--- config.mk ---
export PLATFORM = sky130hd
export DESIGN_NAME = mult_div_unit
export DESIGN_NICKNAME = d
export VERILOG_FILES = /design/src/rtl/mult_div_unit.sv
export SDC_FILE = /design/constraint.sdc
export NUM_CORES = 1
export LEC_CHECK = 0
export BUFFER_PORTS_ARGS = -buffer_cell sky130_fd_sc_hd__buf_2
export CAP_MARGIN = 20
export CORE_MARGIN = 8
export CORE_UTILIZATION = 50
export CTS_BUF_LIST = sky130_fd_sc_hd__clkbuf_16
export CTS_CLUSTER_DIAMETER = 80
export DETAILED_ROUTE_END_ITERATION = 8
export PLACE_DENSITY_LB_ADDON = 0.05
export SLEW_MARGIN = 40
export SYNTH_ARGS = -nofsm -noshare
export SYNTH_HDL_FRONTEND = slang
export SYNTH_SLANG_ARGS = --single-unit
--- constraint.sdc ---
create_clock -name clk -period 3.2 [get_ports clk]
set_input_delay 0.64 -clock clk [delete_from_list [all_inputs] [get_ports clk]]
set_output_delay 0.64 -clock clk [all_outputs]
set_load 0.02 [all_outputs]
--- src/rtl/mult_div_unit.sv ---
// Iterative multiply/divide unit holding the architectural HI/LO registers.
// One bit per cycle: shift-add multiply, restoring divide, then a sign-fix cycle.
//   clk      rising-edge clock
//   rst      asynchronous active-low reset
//   start    launch op (honoured only when busy=0)
//   op       00 MULT, 01 MULTU, 10 DIV, 11 DIVU
//   src_a    multiplicand / dividend
//   src_b    multiplier / divisor
//   hi_we    MTHI write strobe (ignored while busy)
//   lo_we    MTLO write strobe (ignored while busy)
//   wr_data  MTHI/MTLO data
//   busy     op in flight
//   done     one-cycle pulse when HI/LO hold the result
//   hi, lo   HI/LO registers
module mult_div_unit #(
  parameter int unsigned WIDTH = 32
) (
  input  logic             clk,
  input  logic             rst,
  input  logic             start,
  input  logic [1:0]       op,
  input  logic [WIDTH-1:0] src_a,
  input  logic [WIDTH-1:0] src_b,
  input  logic             hi_we,
  input  logic             lo_we,
  input  logic [WIDTH-1:0] wr_data,
  output logic             busy,
  output logic             done,
  output logic [WIDTH-1:0] hi,
  output logic [WIDTH-1:0] lo
);

  localparam int unsigned CNT_W = (WIDTH > 1) ? $clog2(WIDTH) : 1;
  localparam int unsigned ACC_W = 2 * WIDTH;

  typedef enum logic [1:0] {
    S_IDLE = 2'd0,
    S_RUN  = 2'd1,
    S_FIX  = 2'd2
  } state_t;

  state_t             state_q, state_d;
  logic [CNT_W-1:0]   cnt_q, cnt_d;
  logic [ACC_W-1:0]   acc_q, acc_d;
  logic [WIDTH-1:0]   opnd_q, opnd_d;
  logic               is_div_q, is_div_d;
  logic               neg_res_q, neg_res_d;
  logic               neg_rem_q, neg_rem_d;
  logic               div0_q, div0_d;
  logic               busy_d, done_d;
  logic [WIDTH-1:0]   hi_d, lo_d;

  // Operand preparation at the start edge
  logic               is_signed;
  logic               sgn_a, sgn_b;
  logic [WIDTH-1:0]   abs_a, abs_b;

  // Per-iteration datapath
  logic [WIDTH:0]     mul_sum;
  logic [WIDTH:0]     div_shift;
  logic [WIDTH-1:0]   div_diff;
  logic               div_ge;

  // Sign-fixed results
  logic [ACC_W-1:0]   prod_fix;
  logic [WIDTH-1:0]   quo_fix, rem_fix;

  // Operand sign handling: signed ops work on magnitudes
  always_comb begin
    is_signed = ~op[0];
    sgn_a     = is_signed & src_a[WIDTH-1];
    sgn_b     = is_signed & src_b[WIDTH-1];
    abs_a     = sgn_a ? WIDTH'(-src_a) : src_a;
    abs_b     = sgn_b ? WIDTH'(-src_b) : src_b;
  end

  // One multiply / divide step and the final sign fix
  always_comb begin
    mul_sum   = {1'b0, acc_q[ACC_W-1:WIDTH]} + {1'b0, opnd_q};
    div_shift = {acc_q[ACC_W-1:WIDTH], acc_q[WIDTH-1]};
    div_ge    = (div_shift >= {1'b0, opnd_q});
    // Partial remainder stays below 2^WIDTH whenever the subtract is kept
    div_diff  = div_shift[WIDTH-1:0] - opnd_q;
    prod_fix  = neg_res_q ? ACC_W'(-acc_q) : acc_q;
    quo_fix   = neg_res_q ? WIDTH'(-acc_q[WIDTH-1:0]) : acc_q[WIDTH-1:0];
    rem_fix   = neg_rem_q ? WIDTH'(-acc_q[ACC_W-1:WIDTH]) : acc_q[ACC_W-1:WIDTH];
  end

  // Next-state and next-output logic
  always_comb begin
    state_d   = state_q;
    cnt_d     = cnt_q;
    acc_d     = acc_q;
    opnd_d    = opnd_q;
    is_div_d  = is_div_q;
    neg_res_d = neg_res_q;
    neg_rem_d = neg_rem_q;
    div0_d    = div0_q;
    busy_d    = busy;
    done_d    = 1'b0;
    hi_d      = hi;
    lo_d      = lo;

    case (state_q)
      S_IDLE: begin
        if (hi_we) hi_d = wr_data;
        if (lo_we) lo_d = wr_data;
        if (start) begin
          state_d   = S_RUN;
          busy_d    = 1'b1;
          cnt_d     = '0;
          is_div_d  = op[1];
          neg_res_d = sgn_a ^ sgn_b;
          neg_rem_d = sgn_a;
          div0_d    = (src_b == '0);
          if (op[1]) begin
            // {rem, quo}: remainder cleared, dividend shifts in from the bottom
            opnd_d = abs_b;
            acc_d  = {{WIDTH{1'b0}}, abs_a};
          end else begin
            // {product_hi, multiplier}: multiplier bits consumed from bit 0
            opnd_d = abs_a;
            acc_d  = {{WIDTH{1'b0}}, abs_b};
          end
        end
      end

      S_RUN: begin
        if (is_div_q) begin
          if (div_ge) acc_d = {div_diff, acc_q[WIDTH-2:0], 1'b1};
          else        acc_d = {div_shift[WIDTH-1:0], acc_q[WIDTH-2:0], 1'b0};
        end else begin
          if (acc_q[0]) acc_d = {mul_sum, acc_q[WIDTH-1:1]};
          else          acc_d = {1'b0, acc_q[ACC_W-1:1]};
        end
        cnt_d = cnt_q + CNT_W'(1);
        if (cnt_q == CNT_W'(WIDTH - 1)) state_d = S_FIX;
      end

      S_FIX: begin
        if (is_div_q) begin
          // Divide by zero leaves |a| in the remainder, so the sign fix restores a
          hi_d = rem_fix;
          lo_d = div0_q ? {WIDTH{1'b1}} : quo_fix;
        end else begin
          {hi_d, lo_d} = prod_fix;
        end
        done_d  = 1'b1;
        busy_d  = 1'b0;
        state_d = S_IDLE;
      end

      default: begin
        state_d = S_IDLE;
        busy_d  = 1'b0;
      end
    endcase
  end

  // State and output registers
  always_ff @(posedge clk or negedge rst) begin
    if (!rst) begin
      state_q   <= S_IDLE;
      cnt_q     <= '0;
      acc_q     <= '0;
      opnd_q    <= '0;
      is_div_q  <= 1'b0;
      neg_res_q <= 1'b0;
      neg_rem_q <= 1'b0;
      div0_q    <= 1'b0;
      busy      <= 1'b0;
      done      <= 1'b0;
      hi        <= '0;
      lo        <= '0;
    end else begin
      state_q   <= state_d;
      cnt_q     <= cnt_d;
      acc_q     <= acc_d;
      opnd_q    <= opnd_d;
      is_div_q  <= is_div_d;
      neg_res_q <= neg_res_d;
      neg_rem_q <= neg_rem_d;
      div0_q    <= div0_d;
      busy      <= busy_d;
      done      <= done_d;
      hi        <= hi_d;
      lo        <= lo_d;
    end
  end

endmodule

==> flow_summary.json <==
{
  "run_status": "complete, no violations",
  "ys_ff_latch": 173,
  "syn_nets": 2186,
  "cts_made_buffers": 17,
  "layout.cell_area.non_filler_sq_um": 18700,
  "drt_iter0_markers": 1570,
  "worst_r2r_path_depth": 13,
  "synthCells": 2011,
  "pin_count": 169,
  "synth-seq-area-share_pct": 28.4,
  "clkSinkCount": 173,
  "total_wirelength_mm": 56.7,
  "post_drt_via_cell_ratio": 6.12,
  "drt_pass1_iterations": 5,
  "setup_viol": 0,
  "relSlewSlack_pct": 45.9,
  "dpl_cell_area_sq_um": 17500,
  "hold_ws_ns": 0.186,
  "synth_top_cells_by_area": "sky130_fd_sc_hd__dfrtp_1 28%, sky130_fd_sc_hd__o21ai_0 7.9%, sky130_fd_sc_hd__xnor2_1 6.3%",
  "r2r_end": "acc_q[60]",
  "tritoncts": "done",
  "post-route-drc-count": 0,
  "die_area_sq_um": 36300,
  "first_global_vias": 15397,
  "minimum_setup_slack_in_the_final_design_ns": 0.0561,
  "cp_data_arrival_time_ns": 3.50,
  "power_density_nw_per_um2": 1310,
  "timing_worst_setup_path_type": "register to register",
  "rsz0062_at_grt": "true",
  "finalWorstPathRequiredPeriod_ns": 3.14,
  "multiInputGateArea_sq_um": 10500,
  "synthTopCellsByCount": "241 x sky130_fd_sc_hd__o21ai_0, 234 x sky130_fd_sc_hd__nand2_1, 186 x sky130_fd_sc_hd__a21oi_1",
  "synth-warning-count": 0,
  "area_share_of_the_largest_cell_type_after_synthesis_pct": 28.4,
  "clock_insertion_delay_worst_skew_ns": 0.44,
  "critPathMaxFanout": 4,
  "finalCritPeriodShare_pct": 98.2,
  "core_sq_um": 30300,
  "h-tree-depth": 4,
  "post_synth.cell_area_avg_sq_um": 7.58,
  "global_route_total_usage_across_every_layer_pct": 29.9,
  "grt_start_max_net_pins": 77,
  "synthDominantAreaCellType": "sky130_fd_sc_hd__dfrtp_1",
  "floorplan.initialDensity_pct": 50.4,
  "syn2layout_area_growth_pct": 22.4,
  "peakVddDrop_mv": 0.647,
  "drv_slew": 0,
  "max_freq_mhz": 318,
  "antenna_found_initial": 3,
  "fin_skew_ns": 0.0162,
  "cts_buffer_depth": 2,
  "setup.worst_path.start": "opnd_q[15]",
  "fraction_of_layout_cells_with_a_size_suffix_above_1_pct": 21.8,
  "worst_pin_slew_ns": 0.810,
  "clock_slew_at_the_register_clock_pins_of_the_worst_setup_and_hold_paths_ns": 0.08,
  "fill_cells": 2803,
  "hold_violations": 0,
  "routed-via-count": 16373,
  "timing.critical_path.from_type": "register",
  "grt_pass1_wl_mm": 85.8,
  "synth-edff-count": 0,
  "ff_latch_area_sq_um": 4350,
  "cts-hold-fix-buffers": 0,
  "worst_r2r_startpoint": "opnd_q[15]",
  "syn_area_sq_um": 15200,
  "cts_root_buf": "sky130_fd_sc_hd__clkbuf_16",
  "worst-r2r-setup-slack_ns": 0.06,
  "min-delay-path-class": "input port to async pin",
  "hpwlAfterDp_mm": 43.8,
  "endpoint": "acc_q[60]",
  "netlist-cell-type-count": 72,
  "finalNetCount": 2439,
  "gp_congestion": 0.966,
  "critPathRequiredTime_ns": 3.56,
  "static-leakage-power_uw": 0.00826,
  "preCtsSetupSlack_ns": -0.102,
  "asyncSetResetFlopFracSynth_pct": 100,
  "final_antenna_net_count": 0,
  "wire_per_inst_microns": 21.2,
  "dieWidth_microns": 191,
  "synthMostInstantiatedCell": "sky130_fd_sc_hd__o21ai_0",
  "ys.flop_type": "sky130_fd_sc_hd__dfrtp_1",
  "std_cell_rows": 64,
  "die_h_microns": 191,
  "max_cap_violations": 0,
  "endpoint_kind": "register",
  "grt_overflow": 0,
  "io_buffers": 168
}
## state kept, by name (all words and copies together) (netlist names), 2 cells and up
| register | flops |
|---|---|
| hi | 32 |
| lo | 32 |
| opnd_q | 32 |
| state_q | 2 |
| acc_q | 64 |
| cnt_q | 5 |
## per-stage QoR
step	power [uW]	cells	TNS [ns]	util [%]
floorplan	14900	2011	0	-
global placement	20600	2624	-0.182	58.0
detailed placement	20900	2624	-0.603	58.0
CTS	23200	2661	-0.0419	60.2
global route	26100	2675	-0.198	61.6
finish	24400	2675	0	61.6
## worst max-delay path: stages (launching register included)
cell	delay (ns)
sky130_fd_sc_hd__dfrtp_1	0.49
sky130_fd_sc_hd__inv_1	0.09
sky130_fd_sc_hd__ha_1	0.31
sky130_fd_sc_hd__buf_4	0.16
sky130_fd_sc_hd__a21o_1	0.15
sky130_fd_sc_hd__a21o_1	0.19
sky130_fd_sc_hd__a21oi_1	0.21
sky130_fd_sc_hd__a211oi_1	0.11
sky130_fd_sc_hd__a211o_1	0.35
sky130_fd_sc_hd__or3_1	0.34
sky130_fd_sc_hd__a31oi_1	0.20
sky130_fd_sc_hd__xnor2_1	0.16
sky130_fd_sc_hd__mux2i_1	0.10
sky130_fd_sc_hd__o211ai_1	0.19
## how the worst min path moves through the flow
stage / slack (ns) / start / cells after the start / end
floorplan: 0.34 / rst / 0 / acc_q[0]
global placement: 0.46 / hi[0] / 2 / hi[0]
detailed placement: 0.46 / hi[12] / 2 / hi[12]
CTS: 0.22 / rst / 1 / acc_q[42]
global route: 0.25 / rst / 1 / acc_q[42]
finish: 0.19 / rst / 1 / acc_q[42]
## what timing repair did
item | 4_1_cts | 5_1_grt
gates resized for setup | 13 | 87
setup endpoints to repair | 15 | 54
hold endpoints to repair | 0 | 0
setup buffers | 5 | 12
pin swaps | 11 | 25
gates cloned | 0 | 3
## where the power goes
part / leakage, uW / internal, uW / total, uW / switching (uW)
combinational: 0.00588 / 7860 / 17800 / 9920
clock: 0.000282 / 1100 / 2130 / 1020
sequential: 0.00209 / 3310 / 4480 / 1170
## layout by cell type (no fill, tap or decap), types with 22 or more instances in the layout
master and instances:
sky130_fd_sc_hd__dfrtp_1 159, sky130_fd_sc_hd__nor2_1 175, sky130_fd_sc_hd__o31ai_1 26, sky130_fd_sc_hd__buf_4 181, sky130_fd_sc_hd__a21oi_1 182, sky130_fd_sc_hd__xor2_1 53
sky130_fd_sc_hd__a211oi_1 31, sky130_fd_sc_hd__o21ai_0 224, sky130_fd_sc_hd__buf_2 168, sky130_fd_sc_hd__nand3_1 44, sky130_fd_sc_hd__or3_1 22, sky130_fd_sc_hd__ha_1 59
sky130_fd_sc_hd__nand2_1 232, sky130_fd_sc_hd__nor3_1 36, sky130_fd_sc_hd__o22ai_1 38, sky130_fd_sc_hd__a21o_1 38, sky130_fd_sc_hd__xnor2_1 110, sky130_fd_sc_hd__mux2i_1 50
sky130_fd_sc_hd__inv_1 58
## final cells by class
class,instances,share of cell area (%)
multi-input cells,1642,56.3
flip-flops and latches,173,23.3
repair buffers,365,13.2
well taps,396,2.66
clock buffers,17,2.28
inverters,65,1.31
clock inverters,15,0.839
diodes,2,0.0268
## kinds of logic (layout without fill, tap and decap cells)
group / after synthesis / count (layout) / synth area share, %
AO/OA/AOI/OAI: 694 / 694 / 27.4
AND/OR/NAND/NOR: 650 / 650 / 19.7
buffers and inverters: 196 / 462 / 4.86
flip-flops: 173 / 173 / 28.4
XOR/XNOR: 163 / 163 / 9.37
adder cells (fa/ha/maj): 72 / 72 / 6.01
multiplexers: 63 / 63 / 4.24
other: 0 / 2 / 0
## routing by layer
| layer | track usage, % | wire length, microns | share of wire (%) |
|---|---|---|---|
| met5 | 0 | 12 | 0.021 |
| met4 | 11.7 | 2520 | 4.4 |
| met3 | 4.48 | 4120 | 7.3 |
| met2 | 45.9 | 24900 | 44 |
| met1 | 41.8 | 25100 | 44 |
Note: power is estimated with default switching activity, not from simulation.
